## src/rtl/dm_port_arbiter.sv

```systemverilog
// dm_port_arbiter
// Shares the single data-memory port between two requesters:
//   requester 0 = CPU M-stage, requester 1 = DMA/debug port.
// One access is in flight at a time. Stores are lane-steered and given byte
// enables. Misaligned or illegal-size accesses are not issued to memory; they
// complete with an error response instead. Loads return the raw memory word,
// and the requester extends the byte or halfword itself.
//
// Ports:
//   clk, reset              clock, asynchronous active-high reset
//   reqN/weN/sizeN/addrN/wdataN   requester N access (N = 0,1), held until gntN
//   gntN                    combinational grant, asserted only in IDLE
//   respN/errN/rdataN       registered completion pulse, error flag, raw load word
//   mem_en/mem_be/mem_addr/mem_wdata   memory port strobe, byte enables, word address, data
//   mem_rdata               synchronous read data, valid the cycle after mem_en
//
// Build option:
//   DM_ARB_FIXED_PRIO_EN    when defined, requester 0 always wins a tie
//                           (requester 1 may starve); otherwise round-robin.

module dm_port_arbiter #(
  parameter int ADDR_W = 32
) (
  input  logic              clk,
  input  logic              reset,
  input  logic              req0,
  input  logic              we0,
  input  logic [1:0]        size0,
  input  logic [ADDR_W-1:0] addr0,
  input  logic [31:0]       wdata0,
  input  logic              req1,
  input  logic              we1,
  input  logic [1:0]        size1,
  input  logic [ADDR_W-1:0] addr1,
  input  logic [31:0]       wdata1,
  output logic              gnt0,
  output logic              gnt1,
  output logic              resp0,
  output logic              resp1,
  output logic              err0,
  output logic              err1,
  output logic [31:0]       rdata0,
  output logic [31:0]       rdata1,
  output logic              mem_en,
  output logic [3:0]        mem_be,
  output logic [ADDR_W-1:0] mem_addr,
  output logic [31:0]       mem_wdata,
  input  logic [31:0]       mem_rdata
);

  typedef enum logic [1:0] {IDLE, ISSUE, WAIT} state_t;

  state_t state, next_state;

  // Latched access, captured at grant.
  logic              owner;
  logic              cur_we;
  logic              cur_illegal;
  logic [1:0]        cur_size;
  logic [ADDR_W-1:0] cur_addr;
  logic [31:0]       cur_wdata;

  logic              prefer1;
  logic              pick1;
  logic              sel_we;
  logic [1:0]        sel_size;
  logic [ADDR_W-1:0] sel_addr;
  logic [31:0]       sel_wdata;
  logic              issue_ok;

  function automatic logic is_illegal(input logic [1:0] size, input logic [1:0] lo);
    return (size == 2'b11) || (size == 2'b10 && lo != 2'b00) || (size == 2'b01 && lo[0]);
  endfunction

  function automatic logic [3:0] steer_be(input logic [1:0] size, input logic [1:0] lo);
    logic [3:0] be;
    case (size)
      2'b00:   be = 4'b0001 << lo;
      2'b01:   be = lo[1] ? 4'b1100 : 4'b0011;
      2'b10:   be = 4'b1111;
      default: be = 4'b0000;
    endcase
    return be;
  endfunction

  function automatic logic [31:0] steer_wdata(input logic [1:0] size, input logic [31:0] wd);
    logic [31:0] d;
    case (size)
      2'b00:   d = {4{wd[7:0]}};
      2'b01:   d = {2{wd[15:0]}};
      default: d = wd;
    endcase
    return d;
  endfunction

`ifdef DM_ARB_FIXED_PRIO_EN
  // Debug builds: requester 0 wins every tie, no fairness history kept.
  assign prefer1 = 1'b0;
`else
  // rr_last remembers the requester granted most recently; the other one wins
  // a tie. It resets to 1 so requester 0 gets the first tie.
  logic rr_last;

  always_ff @(posedge clk or posedge reset) begin
    if (reset)
      rr_last <= 1'b1;
    else if (gnt0 || gnt1)
      rr_last <= gnt1;
  end

  assign prefer1 = ~rr_last;
`endif

  // A lone requester always wins; requester 1 wins a tie only when preferred.
  assign pick1     = req1 && (!req0 || prefer1);
  assign sel_we    = pick1 ? we1    : we0;
  assign sel_size  = pick1 ? size1  : size0;
  assign sel_addr  = pick1 ? addr1  : addr0;
  assign sel_wdata = pick1 ? wdata1 : wdata0;

  // Next state and grants. Grants are gated by reset so nothing is accepted
  // while the block is being cleared.
  always_comb begin
    next_state = state;
    gnt0       = 1'b0;
    gnt1       = 1'b0;
    case (state)
      IDLE: begin
        if (!reset && (req0 || req1)) begin
          gnt0       = !pick1;
          gnt1       = pick1;
          next_state = ISSUE;
        end
      end
      ISSUE:   next_state = (!cur_illegal && !cur_we) ? WAIT : IDLE;
      WAIT:    next_state = IDLE;
      default: next_state = IDLE;
    endcase
  end

  always_ff @(posedge clk or posedge reset) begin
    if (reset)
      state <= IDLE;
    else
      state <= next_state;
  end

  // Capture the winning access. The address and data registers also drive
  // mem_addr/mem_wdata, so they hold their value between accesses.
  always_ff @(posedge clk or posedge reset) begin
    if (reset) begin
      owner       <= 1'b0;
      cur_we      <= 1'b0;
      cur_illegal <= 1'b0;
      cur_size    <= 2'b00;
      cur_addr    <= '0;
      cur_wdata   <= '0;
    end else if (gnt0 || gnt1) begin
      owner       <= pick1;
      cur_we      <= sel_we;
      cur_illegal <= is_illegal(sel_size, sel_addr[1:0]);
      cur_size    <= sel_size;
      cur_addr    <= sel_addr;
      cur_wdata   <= sel_wdata;
    end
  end

  assign issue_ok  = (state == ISSUE) && !cur_illegal;
  assign mem_en    = issue_ok;
  assign mem_be    = (issue_ok && cur_we) ? steer_be(cur_size, cur_addr[1:0]) : 4'b0000;
  assign mem_addr  = {cur_addr[ADDR_W-1:2], 2'b00};
  assign mem_wdata = steer_wdata(cur_size, cur_wdata);

  // Completion: stores and rejected accesses finish from ISSUE, loads from WAIT
  // where the synchronous read data is captured. rdataN only changes on loads.
  always_ff @(posedge clk or posedge reset) begin
    if (reset) begin
      resp0  <= 1'b0;
      resp1  <= 1'b0;
      err0   <= 1'b0;
      err1   <= 1'b0;
      rdata0 <= '0;
      rdata1 <= '0;
    end else begin
      resp0 <= 1'b0;
      resp1 <= 1'b0;
      err0  <= 1'b0;
      err1  <= 1'b0;
      case (state)
        ISSUE: begin
          if (cur_illegal || cur_we) begin
            if (owner) begin
              resp1 <= 1'b1;
              err1  <= cur_illegal;
            end else begin
              resp0 <= 1'b1;
              err0  <= cur_illegal;
            end
          end
        end
        WAIT: begin
          if (owner) begin
            resp1  <= 1'b1;
            rdata1 <= mem_rdata;
          end else begin
            resp0  <= 1'b1;
            rdata0 <= mem_rdata;
          end
        end
        default: ;
      endcase
    end
  end

endmodule
```

## config.mk

```make
export PLATFORM = sky130hd
export DESIGN_NAME = dm_port_arbiter
export DESIGN_NICKNAME = d
export VERILOG_FILES = /design/src/rtl/dm_port_arbiter.sv
export SDC_FILE = /design/constraint.sdc
export NUM_CORES = 1
export LEC_CHECK = 0
export BUFFER_PORTS_ARGS = -buffer_cell sky130_fd_sc_hd__buf_2
export CAP_MARGIN = 20
export CORE_ASPECT_RATIO = 0.9
export CORE_MARGIN = 4
export CORE_UTILIZATION = 51
export CTS_CLUSTER_DIAMETER = 120
export CTS_CLUSTER_SIZE = 16
export DETAILED_ROUTE_END_ITERATION = 16
export PLACE_DENSITY_LB_ADDON = 0.3
export RECOVER_POWER = 50
export SYNTH_ARGS = -nofsm -noshare
export SYNTH_HDL_FRONTEND = slang
export SYNTH_SLANG_ARGS = --single-unit
```

## constraint.sdc

```tcl
create_clock -name clk -period 7.6 [get_ports clk]
set_input_delay 0.76 -clock clk [delete_from_list [all_inputs] [get_ports clk]]
set_output_delay 0.76 -clock clk [all_outputs]
set_load 0.02 [all_outputs]
```

==> flow_metrics.tcl <==
set metrics [dict create \
    finalSetupViolCount 0 \
    drt_iter0_markers 208 \
    synth_edf_count 0 \
    syn-instance-count 569 \
    skew_ns 0.0111 \
    fin_crit_sh_pct 43.6 \
    cts_setup_buffers 0 \
    chipHeight_um 117 \
    crit_type "primary input to output port" \
    fin_nets 1001 \
    grt.total_usage_pct 22.3 \
    placed_cell_area_mm2 0.00792 \
    power_density_mw_per_mm2 465 \
    switchingPower_w 0.00161 \
    boundaryPins 309 \
    synth_cell_types 31 \
    drtAntennaViolNets 0 \
    multi_input_area_mm2 0.00261 \
    fmax_mhz 302 \
    avgSynthCellArea_um2 11.7 \
    start_util_pct 52.4 \
    stdcell_count 1006 \
    worstPathCellList "buf_2, o21ba_4, nand2_1, nor2_1, buf_2" \
    routed_wire_length_per_instance_um 17.0 \
    synth-seq-cells 140 \
    cts_num_sinks 140 \
    tns_ns 0 \
    antenna_found_initial 2 \
    critPathRequiredTime_ns 6.84 \
    final_common_cell "buf_2" \
    drive_gt1_share_pct 50.2 \
    min-delay-path-class "flip-flop to flip-flop" \
    cts_tree "yes" \
    grt_pass1_wl_um 26100 \
    rsz0062_at_grt "false" \
    hold_viol_final 0 \
    die_w_um 129 \
    critical_path_buf_inv_count 2 \
    pwr-share-clk_pct 20.9 \
    gp_congestion 0.840 \
    sw_frac_of_total_pct 40.8 \
    max_slew.worst_pin.slew_ns 2.54 \
    fp.coreArea_mm2 0.0127 \
    cp_slowest_stage_delay_ns 1.09 \
    cts-root-buf "clkbuf_16" \
    dp_cells 972 \
    overflow 0 \
    critPathTopFamily "simple AND/OR/NAND/NOR gates" \
    layout_common_cells "buf_2, dfrtp_1, nand2_1, mux2_2, mux2i_1" \
    routed_via_density 5.04 \
    postLayoutCoreUtil_pct 66.9 \
    cts.htree.levels 4 \
    synthArstFlopShare_pct 100 \
    die-area_mm2 0.0150 \
    synth_warnings 0 \
    std_cell_rows 39 \
    slew_violations 176 \
    p_int_w 0.00235 \
    hold_buffers 0 \
    area_growth_pct 27.7 \
    wl_um 17100 \
    drc 0 \
    crit_slowest_cell "nand2_1" \
    critPathArrivalTime_ns 2.55 \
    grt_pass1_vias 5225 \
    relSlewSlack_pct -70.3 \
    cts_buffer_depth 2 \
    pwr-share-comb_pct 45.1 \
    ir_drop_mv 0.245 \
    portBuffers 306 \
    hold_slack_ns 0.480 \
    cts_buffers 17 \
    max_cap_violations 4 \
    period_minus_slack_ns 3.31 \
    num_vias 5074 \
    violations "capacitance limit, slew limit" \
    p_leak_nw 4.41 \
    crit_fanout 49 \
    crit_top_cell "buf_2" \
    syn-cell-area_mm2 0.00667 \
    drt_first_pass_iters 4 \
    fin_area_mm2 0.00852 \
    grt_max_degree 92 \
    synth_top_flop_cell "dfrtp_1" \
    yosysSeqAreaShare_pct 52.5 \
    p_seq_share_pct 34.0 \
    cp-end-kind "output port" \
    clkTransAtPathRegs_ns 0.06 \
    status "complete, but fails checks" \
    seq_area_mm2 0.00350 \
    cts-resized-gates 0 \
    cp-start-kind "primary input" \
    clock_latency_ns 0.41 \
    hpwl_um 12800 \
    fillers 1022 \
]
==> metrics by stage <==
step / setup slack, ns / power [W]
2_1_floorplan: 3.09 / 0.00269
3_3_place_gp: 4.40 / 0.00309
3_5_place_dp: 4.35 / 0.00316
4_1_cts: 4.35 / 0.00400
5_1_grt: 4.07 / 0.00421
6_report: 4.29 / 0.00396
==> layer usage <==
layer	wire length (µm)	GRT usage [%]
met1	6730	27.0
met2	8740	38.3
met3	1280	7.22
met4	301	6.93
met5	13	0
==> layout make-up <==
class / count / area share, %
clock inverters: 11 / 1.67
clock buffers: 21 / 5.29
diodes: 1 / 0.0294
multi-input cells: 351 / 30.6
flip-flops and latches: 140 / 41.1
repair buffers: 313 / 18.7
well taps: 164 / 2.41
inverters: 5 / 0.235
==> power groups by stage <==
stage | Clock [W] | Sequential (W) | Combinational (W)
6_report | 0.000828 | 0.00135 | 0.00178
5_1_grt | 0.000880 | 0.00139 | 0.00193
4_1_cts | 0.000843 | 0.00135 | 0.00181
3_5_place_dp | 0 | 0.00136 | 0.00180
3_3_place_gp | 0 | 0.00133 | 0.00177
2_1_floorplan | 0 | 0.00152 | 0.00117
==> cells by family after synthesis <==
kind of cell / count (synthesis) / synth area share (%)
AOI/OAI and AO/OA: 92 / 7.35
adders and majority gates: 3 / 0.562
buffers and inverters: 79 / 8.51
DFF: 140 / 52.5
muxes: 156 / 24.9
other: 1 / 0.0562
and+or+nand+nor: 98 / 6.11
==> registers in the layout, indices dropped and copies added, names as in the netlist <==
register,cells
cur_addr,32
cur_illegal,1
cur_size,2
cur_wdata,32
cur_we,1
err0,1
err1,1
owner,1
rdata0,32
rdata1,32
resp0,1
resp1,1
rr_last,1
state,2
==> path summary, 6_finish.rpt <==
path / startpoint / to / slack (ns) / cells after the start
setup / recovery: req0 / gnt0 / 4.29 / 5
hold / removal: cur_addr[31] / cur_addr[31] / 0.48 / 2
setup reg to reg: state[0] / cur_wdata[22] / 4.60 / 5
hold reg to reg: cur_addr[31] / cur_addr[31] / 0.48 / 2
max in group asynchronous: reset / cur_wdata[27] / 4.81 / 4
min in group asynchronous: reset / cur_addr[14] / 1.04 / 2
==> worst reg2reg max path, cell delays in order, from the launching register on <==
cell and delay, ns:
dfrtp_1 0.37, inv_1 0.07, ha_1 0.23, nand2_1 1.11, buf_4 0.84, o21ai_1 0.22
==> cell usage after synthesis, types with 2 or more instances <==
cell type	number	area [µm²]
inv_1	5	18.8
and3_1	3	18.8
nand2_1	79	297
mux2i_1	76	761
clkbuf_2	3	15.0
buf_4	44	330
buf_8	2	30.0
mux2_2	80	901
clkbuf_1	6	22.5
buf_2	10	50.1
a21o_1	2	15.0
buf_6	9	101
nor2_1	5	18.8
dfrtp_1	139	3480
a21oi_1	7	35.0
nor2b_1	2	12.5
nor3_1	2	10.0
ha_1	3	37.5
o21a_1	2	15.0
nand2b_1	3	18.8
o21ai_0	10	50.1
o21ai_1	68	340
Note: power is estimated with default switching activity, not from simulation.
